[src/rtl/verificador_de_senha_parametrizavel.sv]
// rtl/verificador_de_senha_parametrizavel.sv - password checker with lockout and reprogramming
// Optional inter-code idle timeout: define TIMEOUT_ENTRE_CODIGOS_EN.
module verificador_de_senha_parametrizavel #(
  parameter int LARGURA_CODIGO  = 4,
  parameter int NUM_CODIGOS     = 4,
  parameter int MAX_TENTATIVAS  = 3,
  parameter int CICLOS_BLOQUEIO = 16,
  parameter logic [LARGURA_CODIGO*NUM_CODIGOS-1:0] SENHA_PADRAO =
    {4'b1000, 4'b0100, 4'b0010, 4'b0001},
  parameter int TEMPO_LIMITE    = 64,
  localparam int IW = (NUM_CODIGOS > 1) ? $clog2(NUM_CODIGOS) : 1,
  localparam int TW = $clog2(MAX_TENTATIVAS + 1)
) (
  input  logic                                   CLK,
  input  logic                                   ON_OFF,
  input  logic [LARGURA_CODIGO-1:0]              CODIGO_INSERIDO,
  input  logic                                   CODIGO_VALIDO,
  input  logic                                   LIMPAR,
  input  logic                                   GRAVAR_SENHA,
  input  logic [LARGURA_CODIGO*NUM_CODIGOS-1:0]  NOVA_SENHA,
  output logic                                   ERRO,
  output logic                                   SENHA_CERTA,
  output logic                                   BLOQUEADO,
  output logic [IW-1:0]                          INDICE,
  output logic [TW-1:0]                          TENTATIVAS
);

  localparam int PW = LARGURA_CODIGO * NUM_CODIGOS;
  localparam int CW = $clog2(CICLOS_BLOQUEIO + 1);

  typedef enum logic [1:0] {S_COLETA, S_ERRO, S_BLOQUEIO, S_CERTO} estado_t;

  estado_t             estado, estado_n;
  logic [PW-1:0]       senha, senha_n;
  logic                divergencia, divergencia_n;
  logic [CW-1:0]       contador, contador_n;
  logic [IW-1:0]       indice_n;
  logic [TW-1:0]       tentativas_n, tentativas_inc;
  logic                erro_n, certa_n, bloqueado_n;
  logic                falha;
  logic                diverge_atual;

`ifdef TIMEOUT_ENTRE_CODIGOS_EN
  localparam int OW = $clog2(TEMPO_LIMITE + 1);
  logic [OW-1:0]       ocioso, ocioso_n;
`endif

  assign diverge_atual  = (CODIGO_INSERIDO != senha[INDICE*LARGURA_CODIGO +: LARGURA_CODIGO]);
  assign tentativas_inc = TENTATIVAS + 1'b1;

  always_comb begin
    estado_n      = estado;
    senha_n       = senha;
    divergencia_n = divergencia;
    contador_n    = contador;
    indice_n      = INDICE;
    tentativas_n  = TENTATIVAS;
    erro_n        = ERRO;
    certa_n       = SENHA_CERTA;
    bloqueado_n   = BLOQUEADO;
    falha         = 1'b0;
`ifdef TIMEOUT_ENTRE_CODIGOS_EN
    ocioso_n      = '0;
`endif

    case (estado)
      S_COLETA: begin
        if (LIMPAR) begin
          indice_n      = '0;
          divergencia_n = 1'b0;
        end else if (CODIGO_VALIDO) begin
          // every code is collected before the verdict so the failing position never leaks
          if (INDICE == IW'(NUM_CODIGOS - 1)) begin
            indice_n      = '0;
            divergencia_n = 1'b0;
            if (divergencia || diverge_atual) begin
              falha = 1'b1;
            end else begin
              estado_n     = S_CERTO;
              certa_n      = 1'b1;
              tentativas_n = '0;
            end
          end else begin
            indice_n      = INDICE + 1'b1;
            divergencia_n = divergencia | diverge_atual;
          end
        end
`ifdef TIMEOUT_ENTRE_CODIGOS_EN
        else if (INDICE != '0) begin
          if (ocioso == OW'(TEMPO_LIMITE - 1)) begin
            indice_n      = '0;
            divergencia_n = 1'b0;
            falha         = 1'b1;
          end else begin
            ocioso_n = ocioso + 1'b1;
          end
        end
`endif
      end

      S_ERRO: begin
        if (LIMPAR) begin
          erro_n   = 1'b0;
          estado_n = S_COLETA;
        end else if (CODIGO_VALIDO) begin
          // INDICE is 0 here, so this code is checked as the first of a new attempt
          erro_n        = 1'b0;
          estado_n      = S_COLETA;
          indice_n      = IW'(1);
          divergencia_n = diverge_atual;
        end
      end

      S_BLOQUEIO: begin
        if (contador == CW'(1)) begin
          contador_n   = '0;
          bloqueado_n  = 1'b0;
          tentativas_n = '0;
          estado_n     = S_COLETA;
        end else begin
          contador_n = contador - 1'b1;
        end
      end

      S_CERTO: begin
        if (GRAVAR_SENHA) begin
          senha_n  = NOVA_SENHA;
          certa_n  = 1'b0;
          estado_n = S_COLETA;
        end else if (LIMPAR) begin
          certa_n  = 1'b0;
          estado_n = S_COLETA;
        end
      end

      default: estado_n = S_COLETA;
    endcase

    if (falha) begin
      tentativas_n = tentativas_inc;
      if (tentativas_inc == TW'(MAX_TENTATIVAS)) begin
        estado_n    = S_BLOQUEIO;
        bloqueado_n = 1'b1;
        contador_n  = CW'(CICLOS_BLOQUEIO);
      end else begin
        estado_n = S_ERRO;
        erro_n   = 1'b1;
      end
    end
  end

  always_ff @(posedge CLK or negedge ON_OFF) begin
    if (!ON_OFF) begin
      estado      <= S_COLETA;
      senha       <= SENHA_PADRAO;
      divergencia <= 1'b0;
      contador    <= '0;
      INDICE      <= '0;
      TENTATIVAS  <= '0;
      ERRO        <= 1'b0;
      SENHA_CERTA <= 1'b0;
      BLOQUEADO   <= 1'b0;
    end else begin
      estado      <= estado_n;
      senha       <= senha_n;
      divergencia <= divergencia_n;
      contador    <= contador_n;
      INDICE      <= indice_n;
      TENTATIVAS  <= tentativas_n;
      ERRO        <= erro_n;
      SENHA_CERTA <= certa_n;
      BLOQUEADO   <= bloqueado_n;
    end
  end

`ifdef TIMEOUT_ENTRE_CODIGOS_EN
  always_ff @(posedge CLK or negedge ON_OFF) begin
    if (!ON_OFF) ocioso <= '0;
    else         ocioso <= ocioso_n;
  end
`endif

endmodule

[config.mk]
export PLATFORM = sky130hd
export DESIGN_NAME = verificador_de_senha_parametrizavel
export DESIGN_NICKNAME = d
export VERILOG_FILES = /design/src/rtl/verificador_de_senha_parametrizavel.sv
export SDC_FILE = /design/constraint.sdc
export NUM_CORES = 1
export LEC_CHECK = 0
export ABC_AREA = 1
export BUFFER_PORTS_ARGS = -buffer_cell sky130_fd_sc_hd__buf_2
export CORE_ASPECT_RATIO = 1.1
export CORE_UTILIZATION = 55
export DETAILED_ROUTE_END_ITERATION = 7
export PLACE_DENSITY = 0.79
export REMOVE_ABC_BUFFERS = 1
export SLEW_MARGIN = 20
export SYNTH_ARGS = -nofsm -noshare
export SYNTH_HDL_FRONTEND = slang
export SYNTH_SLANG_ARGS = --single-unit
[constraint.sdc]
create_clock -name CLK -period 1.74 [get_ports CLK]
set_input_delay 0.522 -clock CLK [delete_from_list [all_inputs] [get_ports CLK]]
set_output_delay 0.522 -clock CLK [all_outputs]
set_load 0.01 [all_outputs]
==> results_dict.tcl, run 1 <==
set metrics [dict create \
    power_density_nw_per_um2 1690 \
    place_congestion 0.853 \
    met3_usage_pct 6.40 \
    drtPass1Iterations 4 \
    hold_slack_ns 0.186 \
    synthDistinctLibCells 28 \
    cts_root_buf "clkbuf_4" \
    io_buffers 31 \
    yosys_warnings 0 \
    ys_seq_area_share_pct 45.1 \
    drive_gt1_share_pct 36.1 \
    cp_max_fo 12 \
    cts-buffers-inserted 5 \
    period_share_pct 94.4 \
    fin_worst_skew_ns 0.00581 \
    remaining_drc_errors 0 \
    cts.clk_slew.worst_paths_ns 0.09 \
    grt_pass1_vias 1227 \
    dpl.hpwl_mm 2.33 \
    arrival_ns 1.92 \
    startpoint_type "flop" \
    syn_inst 202 \
    max_slew.worst_pin.slew_ns 0.385 \
    leakage_nw 1.09 \
    use_met2_pct 33.4 \
    path_cells "buf_12 -> clkinv_8 -> nand2_1 -> nand3_2 -> nand2_1 -> nand2_1 -> nand2_2 -> nor2_4 -> nand3_4 -> nand3_4 -> nand2_2 -> nor2_4 -> nand2_1 -> nand2_1" \
    antenna_found_initial 0 \
    rsz0062_at_grt "yes" \
    htree_levels 2 \
    n_antenna_cell 0 \
    insertion_delay_ns 0.33 \
    setup.worst_path.class "reg2reg" \
    nets 272 \
    io_pins 32 \
    required_ns 2.02 \
    max_cap_violations 0 \
    cts_tree "done" \
    status "complete, no violations" \
    rows 21 \
    fin_crit_ns 1.64 \
    yosys_register_bits 31 \
    grt_pass1_wl_mm 5.17 \
    gr-usage-all-layers_pct 20.3 \
    max-clock-path-buffers 2 \
    grt_start_max_net_pins 32 \
    post-cts-setup-buffers 0 \
    die_h_microns 60.9 \
    fin_util_pct 69.9 \
    dp_cells 270 \
    power_w 0.00356 \
    grtUsageMet1_pct 25.2 \
    syn_area_per_cell_sq_um 8.58 \
    core-area_sq_um 3020 \
    critPathMaxStageDelay_ns 0.40 \
    dieArea_sq_um 3380 \
    final_area_sq_um 2110 \
    cts_sinks 31 \
    hold_violations 0 \
    maxSlewViolCount 0 \
    slowest_stage "dfrtp_1" \
    max_freq_ghz 0.609 \
    setup_viol 0 \
    relSlewSlack_pct 74.3 \
    vias_per_cell 5.16 \
    area_delta_synth_final_pct 21.8 \
    cp_top_family "simple AND/OR/NAND/NOR gates" \
    worst_setup_path_end_kind "flop" \
    start_util_pct 57.3 \
    globalRoute.busiestLayer "met2" \
    final_antenna_net_count 0 \
    multi_input_area_sq_um 877 \
    grt_overflow_total 0 \
    die_w_microns 55.5 \
    placed_cell_area_sq_um 1960 \
    syn-cell-area_sq_um 1730 \
    wl_mm 3.22 \
    vias 1434 \
    min_path_type "in2async" \
    crit_top_cell "nand2_1" \
    first_iter_violations 43 \
    fill_cells 250 \
    seq_area_sq_um 782 \
    worst_ir_drop_vdd_mv 1.06 \
    crit_buf_inv 2 \
    final_cells 278 \
    detail_route.wl_per_cell_microns 11.6 \
]
==> state kept, by name, indices dropped and copies added, names as in the netlist <==
name	count
ERRO	1
BLOQUEADO	1
senha	16
estado	2
TENTATIVAS	2
INDICE	2
SENHA_CERTA	1
divergencia	1
contador	5
==> power by group <==
part	internal [W]	leakage, nW	switching [W]	total [W]
Clock	0.000339	0.0482	0.000243	0.000583
Sequential	0.00107	0.375	0.000240	0.00131
Combinational	0.000718	0.671	0.000948	0.00167
==> layer usage <==
metal	up-vias	wire [microns]
li1	737	-
met1	662	1500
met2	30	1530
met3	5	137
met4	0	51
met5	-	0
==> cell families after synthesis <==
logic type / count (synthesis) / share of synthesized area [%]
simple gates: 105 / 29.3
mux: 16 / 10.4
compound gates: 16 / 4.91
fa+ha+maj: 4 / 2.89
flops: 31 / 45.1
buf+inv: 30 / 7.44
==> cell usage in the layout, fill, tap and decap left out <==
master     instances
clkinv_8           1
nor2_4             3
nand4_1            3
clkbuf_4           5
buf_2             31
inv_2              1
bufinv_16          1
a31oi_1            1
o21ai_0            9
nor3_1             1
clkinv_2           1
ha_1               4
clkbuf_8           1
o22ai_1            1
nand2_2            7
nand3_1           11
nor2_1            16
nor3_2             2
dfrtp_2            1
nand4_4            1
nor2_2             1
nor4_1             1
nand3_4            2
nand2_1           49
dfrtp_1           26
dfstp_2            4
buf_4              4
a21o_1             1
nand3_2            5
o21ai_1            1
a21oi_1            3
mux2_2            16
nand3b_1           3
buf_12             1
inv_1             26
==> worst paths after layout <==
kind | start | end | slack [ns] | cells after the start
setup / recovery | INDICE[0] | estado[1] | 0.1 | 14
hold / removal | ON_OFF | senha[12] | 0.19 | 2
setup reg to reg | INDICE[0] | estado[1] | 0.1 | 14
hold reg to reg | BLOQUEADO | BLOQUEADO | 0.48 | 2
max in group asynchronous | ON_OFF | senha[5] | 1.24 | 2
min in group CLK | NOVA_SENHA[8] | senha[8] | 0.41 | 2
==> per-stage QoR <==
stage	setup WS, ns	setup TNS, ns
after floorplan	0.0480	0
after global placement	0.0550	0
after detailed placement	0.0334	0
after CTS	0.0450	0
after global routing	-0.0482	-0.133
final	0.0976	0
==> cells in the mapped netlist <==
cell,n,area (sq um)
nor2_4,2,22.5
nand3_4,1,17.5
mux2_2,16,180
nand3_1,15,75.1
inv_8,1,11.3
o21ai_0,10,50.1
ha_1,4,50.1
a31oi_1,1,6.26
o22ai_1,1,6.26
nor2_1,17,63.8
nand4_2,1,12.5
dfstp_2,4,105
a21oi_1,3,15.0
buf_6,1,11.3
nor2_2,1,6.26
nand3b_1,3,22.5
nor3_1,2,10.0
buf_2,1,5.00
nand4_1,3,18.8
nand3_2,2,20.0
dfrtp_1,27,676
inv_2,1,3.75
nor3_2,1,10.0
nand2_2,5,31.3
nand2_1,51,191
inv_1,26,97.6
nor4_1,1,6.26
a21o_1,1,7.51
==> final cells by class <==
class                   instances  share of cell area (%)
inverters                      28                    5.57
multi-input cells             141                    41.6
clock inverters                 2                    1.66
clock buffers                   6                    2.43
well taps                      34                    2.02
repair buffers                 36                    9.72
flip-flops and latches         31                    37.0
==> what timing repair did <==
item,CTS,global route
gates resized for setup,0,14
setup endpoints to repair,0,6
hold buffers,0,0
No activity file was read; power rests on OpenSTA's default activity.
==> run 2, diff against run 1 <==
- BUFFER_PORTS_ARGS: -buffer_cell sky130_fd_sc_hd__buf_2 -> -buffer_cell sky130_fd_sc_hd__clkbuf_2
- CORE_ASPECT_RATIO: 1.1 -> 0.7
==> results_dict.tcl, run 2 (synthesized netlist as in run 1, its figures left out) <==
set metrics [dict create \
    status "complete, no violations" \
    core-area_sq_um 2900 \
    multi_input_area_sq_um 946 \
    grt_pass1_vias 1425 \
    fin_util_pct 79.4 \
    dpl.hpwl_mm 2.76 \
    die_w_microns 69.1 \
    arrival_ns 1.91 \
    top_register "senha" \
    drive_gt1_share_pct 43.0 \
    slowest_stage "dfrtp_2" \
    power_density_nw_per_um2 1790 \
    first_iter_violations 127 \
    hold_violations 0 \
    min_path_type "in2async" \
    setup_slack_ns 0.0137 \
    detail_route.wl_per_cell_microns 14.0 \
    fill_cells 161 \
    htree_levels 2 \
    vias_per_cell 5.33 \
    place_congestion 0.872 \
    largest_register_ffs 16 \
    final_antenna_net_count 0 \
    remaining_drc_errors 0 \
    final.setup.tns_ns 0 \
    fin_worst_skew_ns 0.00364 \
    relSlewSlack_pct 72.9 \
    io_buffers 31 \
    placed_cell_area_sq_um 2000 \
    period_share_pct 99.2 \
    drtPass1Iterations 4 \
    required_ns 1.92 \
    io_pins 32 \
    dieArea_sq_um 3380 \
    cts-buffers-inserted 5 \
    setup_viol 0 \
    cts_tree "done" \
    max_slew.worst_pin.slew_ns 0.405 \
    setup.worst_path.class "reg2reg" \
    critPathMaxStageDelay_ns 0.41 \
    start_util_pct 59.7 \
    cts_root_buf "clkbuf_8" \
    path_cells "buf_12 -> clkinv_8 -> nand2_1 -> nand3_2 -> nand3b_1 -> nand2_2 -> nor2_4 -> nand3_4 -> nand3_4 -> nand3_2 -> nand2_1 -> o21ai_1" \
    rsz0062_at_grt "yes" \
    rows 16 \
    startpoint_type "flop" \
    vias 1531 \
    cp_max_fo 7 \
    antenna_found_initial 0 \
    n_antenna_cell 0 \
    max_freq_ghz 0.579 \
    max-clock-path-buffers 2 \
    area_delta_synth_final_pct 33.1 \
    cp_top_family "simple AND/OR/NAND/NOR gates" \
    die_h_microns 49.0 \
    grt_overflow_total 0 \
    crit_buf_inv 2 \
    wl_mm 4.02 \
    top_regs "senha: 16 flops, contador: 5 flops" \
    final_area_sq_um 2310 \
    max_cap_violations 0 \
    worst_setup_path_end_kind "flop" \
    fin_crit_ns 1.73 \
    cts.clk_slew.worst_paths_ns 0.07 \
    leakage_nw 1.19 \
    power_w 0.00414 \
    grt_pass1_wl_mm 6.32 \
    final_cell_mix "43 x nand2_1, 31 x clkbuf_2, 25 x dfrtp_1, 25 x inv_1, 17 x nor2_1" \
    grt_start_max_net_pins 18 \
    cts_sinks 31 \
    final_common_cell "nand2_1" \
    gr-usage-all-layers_pct 24.2 \
    seq_area_sq_um 783 \
    maxSlewViolCount 0 \
    worst_ir_drop_vdd_mv 0.990 \
    nets 279 \
    insertion_delay_ns 0.29 \
    pre_cts_ws_ns 0.0238 \
]
-- run 2: cell types whose count changed in the layout (fill, tap and decap cells not counted), moves of 4 or more --
cell	before	now
clkbuf_8	1	6
clkbuf_4	5	0
nand2_4	0	4
buf_2	31	0
buf_4	4	8
nand2_1	49	43
clkbuf_2	0	31
nand3_2	5	9
nand3_1	11	5
-- run 2: worst paths after layout --
kind / from / to / slack [ns] / depth (start not counted)
setup / recovery: INDICE[0] / TENTATIVAS[1] / 0.01 / 12
hold / removal: ON_OFF / ERRO / 0.15 / 1
setup reg to reg: INDICE[0] / TENTATIVAS[1] / 0.01 / 12
hold reg to reg: BLOQUEADO / BLOQUEADO / 0.49 / 2
max in group asynchronous: ON_OFF / senha[15] / 1.09 / 2
min in group CLK: NOVA_SENHA[3] / senha[3] / 0.46 / 2
-- run 2: final cells by class --
type	count	area share, %
multi-input cells	141	41.0
flip-flops and latches	31	34.0
clock buffers	6	3.58
repair inverters	1	0.705
inverters	28	5.10
clock inverters	2	1.52
well taps	36	1.95
repair buffers	42	12.2
-- run 2: routing by layer --
metal  GRT usage [%]  routed length [microns]  share of wire, %  up-vias
met5               0                        0                 0        -
met2            35.8                     1800                45       48
li1                -                        -                 -      757
met3            5.79                      214               5.3        9
met1            33.8                     1930                48      717
met4            10.9                       74               1.8        0
-- run 2: per-stage QoR --
step                      hold WS (ns)  std cells
after floorplan                  0.226        200
after global placement           0.468        275
after detailed placement         0.468        275
after CTS                        0.160        283
after global routing             0.188        287
final                            0.150        287
-- run 2: power breakdown --
part	internal (W)	total (W)	switching [W]	leakage [nW]
registers	0.00108	0.00135	0.000274	0.373
clock network	0.000463	0.000736	0.000273	0.0612
logic	0.000878	0.00205	0.00117	0.758
total	0.00242	0.00414	0.00172	1.19
-- run 2: timing repair --
item,in CTS,in global routing
pin swaps,0,8
setup endpoints to repair,2,9
setup buffers,0,2
cloned,0,2
gates resized for setup,1,35
hold buffers,0,0
==> run 3, diff against run 2 <==
- ABC_AREA: 1 -> 0
- CORE_UTILIZATION: 55 -> 54
- PLACE_DENSITY: 0.79 -> 0.78
==> results_dict.tcl, run 3 <==
set metrics [dict create \
    slowest_stage "or4_4" \
    antenna_found_initial 0 \
    reg2reg_depth 4 \
    arrival_ns 2.37 \
    max_freq_ghz 0.455 \
    area_delta_synth_final_pct 30.7 \
    rows 16 \
    post-synth-top-count-cell "dfrtp_1" \
    first_iter_violations 136 \
    synth_top_area_share_pct 39.9 \
    syn_inst 150 \
    seq_area_sq_um 782 \
    max_cap_violations 0 \
    setup_slack_ns -0.460 \
    pwr-share-clk_pct 23.2 \
    cts-buffers-inserted 5 \
    critPathMaxStageDelay_ns 0.59 \
    synth_commonest_cells "27 x dfrtp_1, 17 x mux2_2, 8 x inv_1, 8 x o21ai_0" \
    cts_tree "done" \
    gr-usage-all-layers_pct 26.0 \
    hold_slack_ns 0.169 \
    synth-edff-count 0 \
    relSlewSlack_pct 70.5 \
    largest_register_ffs 16 \
    fin_worst_skew_ns 0.00678 \
    cts_sinks 31 \
    htree_levels 2 \
    worst_ir_drop_vdd_mv 0.685 \
    cp_top_family "simple AND/OR/NAND/NOR gates" \
    grt_pass1_wl_mm 6.24 \
    remaining_drc_errors 0 \
    required_ns 1.91 \
    path_cells "mux4_2 -> xor2_2 -> or4_4 -> a211o_1" \
    start_util_pct 58.7 \
    setup.worst_path.class "reg2reg" \
    final_antenna_net_count 0 \
    insertion_delay_ns 0.28 \
    worst_setup_path_end_kind "flop" \
    top_regs "senha: 16 flops, contador: 5 flops" \
    netSwitchingFraction_pct 34.7 \
    min_path_type "in2async" \
    die_h_microns 48.8 \
    detail_route.wl_per_cell_microns 17.8 \
    drive_gt1_share_pct 49.0 \
    violations "setup timing" \
    vias_per_cell 5.98 \
    status "finished with violations" \
    grt_start_max_net_pins 18 \
    leakage_nw 1.07 \
    place_congestion 0.817 \
    drtPass1Iterations 4 \
    p_switching_w 0.000935 \
    dpl.hpwl_mm 2.92 \
    final_cell_mix "31 x clkbuf_2, 26 x dfrtp_1, 24 x buf_4" \
    multi_input_area_sq_um 901 \
    p_seq_share_pct 40.2 \
    core-area_sq_um 2880 \
    fill_cells 202 \
    ctsHoldBuffers 0 \
    ys_seq_area_share_pct 46.1 \
    io_pins 32 \
    max_slew.worst_pin.slew_ns 0.443 \
    hold_violations 0 \
    synthDistinctLibCells 42 \
    yosys_register_bits 31 \
    power_density_nw_per_um2 1220 \
    dieArea_sq_um 3370 \
    grt_pass1_vias 1363 \
    final_common_cell "clkbuf_2" \
    synth_ff_type "dfrtp_1" \
    setup_viol 13 \
    crit_buf_inv 0 \
    synthTopCellsByArea "dfrtp_1 40%, mux2_2 11%, dfstp_2 6.2%, mux4_2 4.0%, ha_1 3.0%" \
    final.setup.tns_ns -4.68 \
    rsz0062_at_grt "yes" \
    crit_cells 4 \
    period_share_pct 126 \
    wl_mm 4.35 \
    internal_power_w 0.00176 \
    vias 1459 \
    nets 236 \
    cts.clk_slew.worst_paths_ns 0.07 \
    max-clock-path-buffers 2 \
    yosysTopAreaCell "dfrtp_1" \
    power_w 0.00269 \
    n_antenna_cell 0 \
    top_register "senha" \
    cp_max_fo 6 \
    fin_crit_ns 2.20 \
    syn_area_per_cell_sq_um 11.3 \
    syn-cell-area_sq_um 1690 \
    io_buffers 31 \
    synthArstFlopShare_pct 100 \
    maxSlewViolCount 0 \
    cts_root_buf "clkbuf_8" \
    startpoint_type "flop" \
    die_w_microns 68.9 \
    grt_overflow_total 0 \
    comb_power_share_pct 36.7 \
    yosys_warnings 0 \
]
==> run 3: metal layers <==
metal  vias up  track usage (%)  wire length, microns
li1        672                -                     -
met1       706             36.5                  1870
met2        67             38.7                  2050
met3        14             6.31                   292
met4         0             9.52                   129
met5         -                0                     0
==> run 3: final timing paths <==
path	start	end	slack, ns
worst max-delay path	INDICE[0]	BLOQUEADO	-0.46
worst min-delay path	ON_OFF	senha[1]	0.17
worst max register to register	INDICE[0]	BLOQUEADO	-0.46
worst min register to register	SENHA_CERTA	SENHA_CERTA	0.51
max in group asynchronous	ON_OFF	senha[10]	1.04
min in group CLK	NOVA_SENHA[9]	senha[9]	0.47
==> run 3: through the flow <==
| stage | area [sq um] | std cells | util, % | setup slack, ns |
|---|---|---|---|---|
| 3_3_place_gp | 2040 | 234 | 70.9 | -0.450 |
| 3_5_place_dp | 2040 | 234 | 70.9 | -0.516 |
| 5_1_grt | 2210 | 244 | 76.8 | -0.528 |
| 4_1_cts | 2170 | 242 | 75.2 | -0.437 |
| 6_report | 2210 | 244 | 76.8 | -0.460 |
| 2_1_floorplan | 1650 | 143 | - | -0.519 |
==> run 3: power groups by stage <==
| stage | clock [W] | combinational (W) | sequential (W) |
|---|---|---|---|
| 5_1_grt | 0.000663 | 0.00109 | 0.00111 |
| 6_report | 0.000624 | 0.000986 | 0.00108 |
| 3_3_place_gp | 0 | 0.000866 | 0.00107 |
| 4_1_cts | 0.000632 | 0.000933 | 0.00107 |
| 3_5_place_dp | 0 | 0.000913 | 0.00108 |
| 2_1_floorplan | 0 | 0.000523 | 0.00108 |
==> run 3: area by class of cell <==
cell class	instances	area share, %
Timing Repair Buffer	56	16.1
Sequential cell	31	35.3
Clock buffer	8	4.52
Tap cell	36	2.04
Inverter	8	1.36
Multi-Input combinational cell	105	40.7
==> run 3: what timing repair did <==
action	CTS	global route
cloned	0	1
pin swaps	1	1
gates resized for setup	4	10
setup buffers	0	1
setup endpoints to repair	13	13
==> run 3: cells by family after synthesis <==
kind of cell | count (synthesis) | synth area share [%]
adders and majority gates | 4 | 2.96
DFF | 31 | 46.1
and+or+nand+nor | 38 | 12.8
AOI/OAI and AO/OA | 35 | 13.8
muxes | 23 | 18.0
xor gates and xnor gates | 4 | 2.07
buffers and inverters | 15 | 4.21
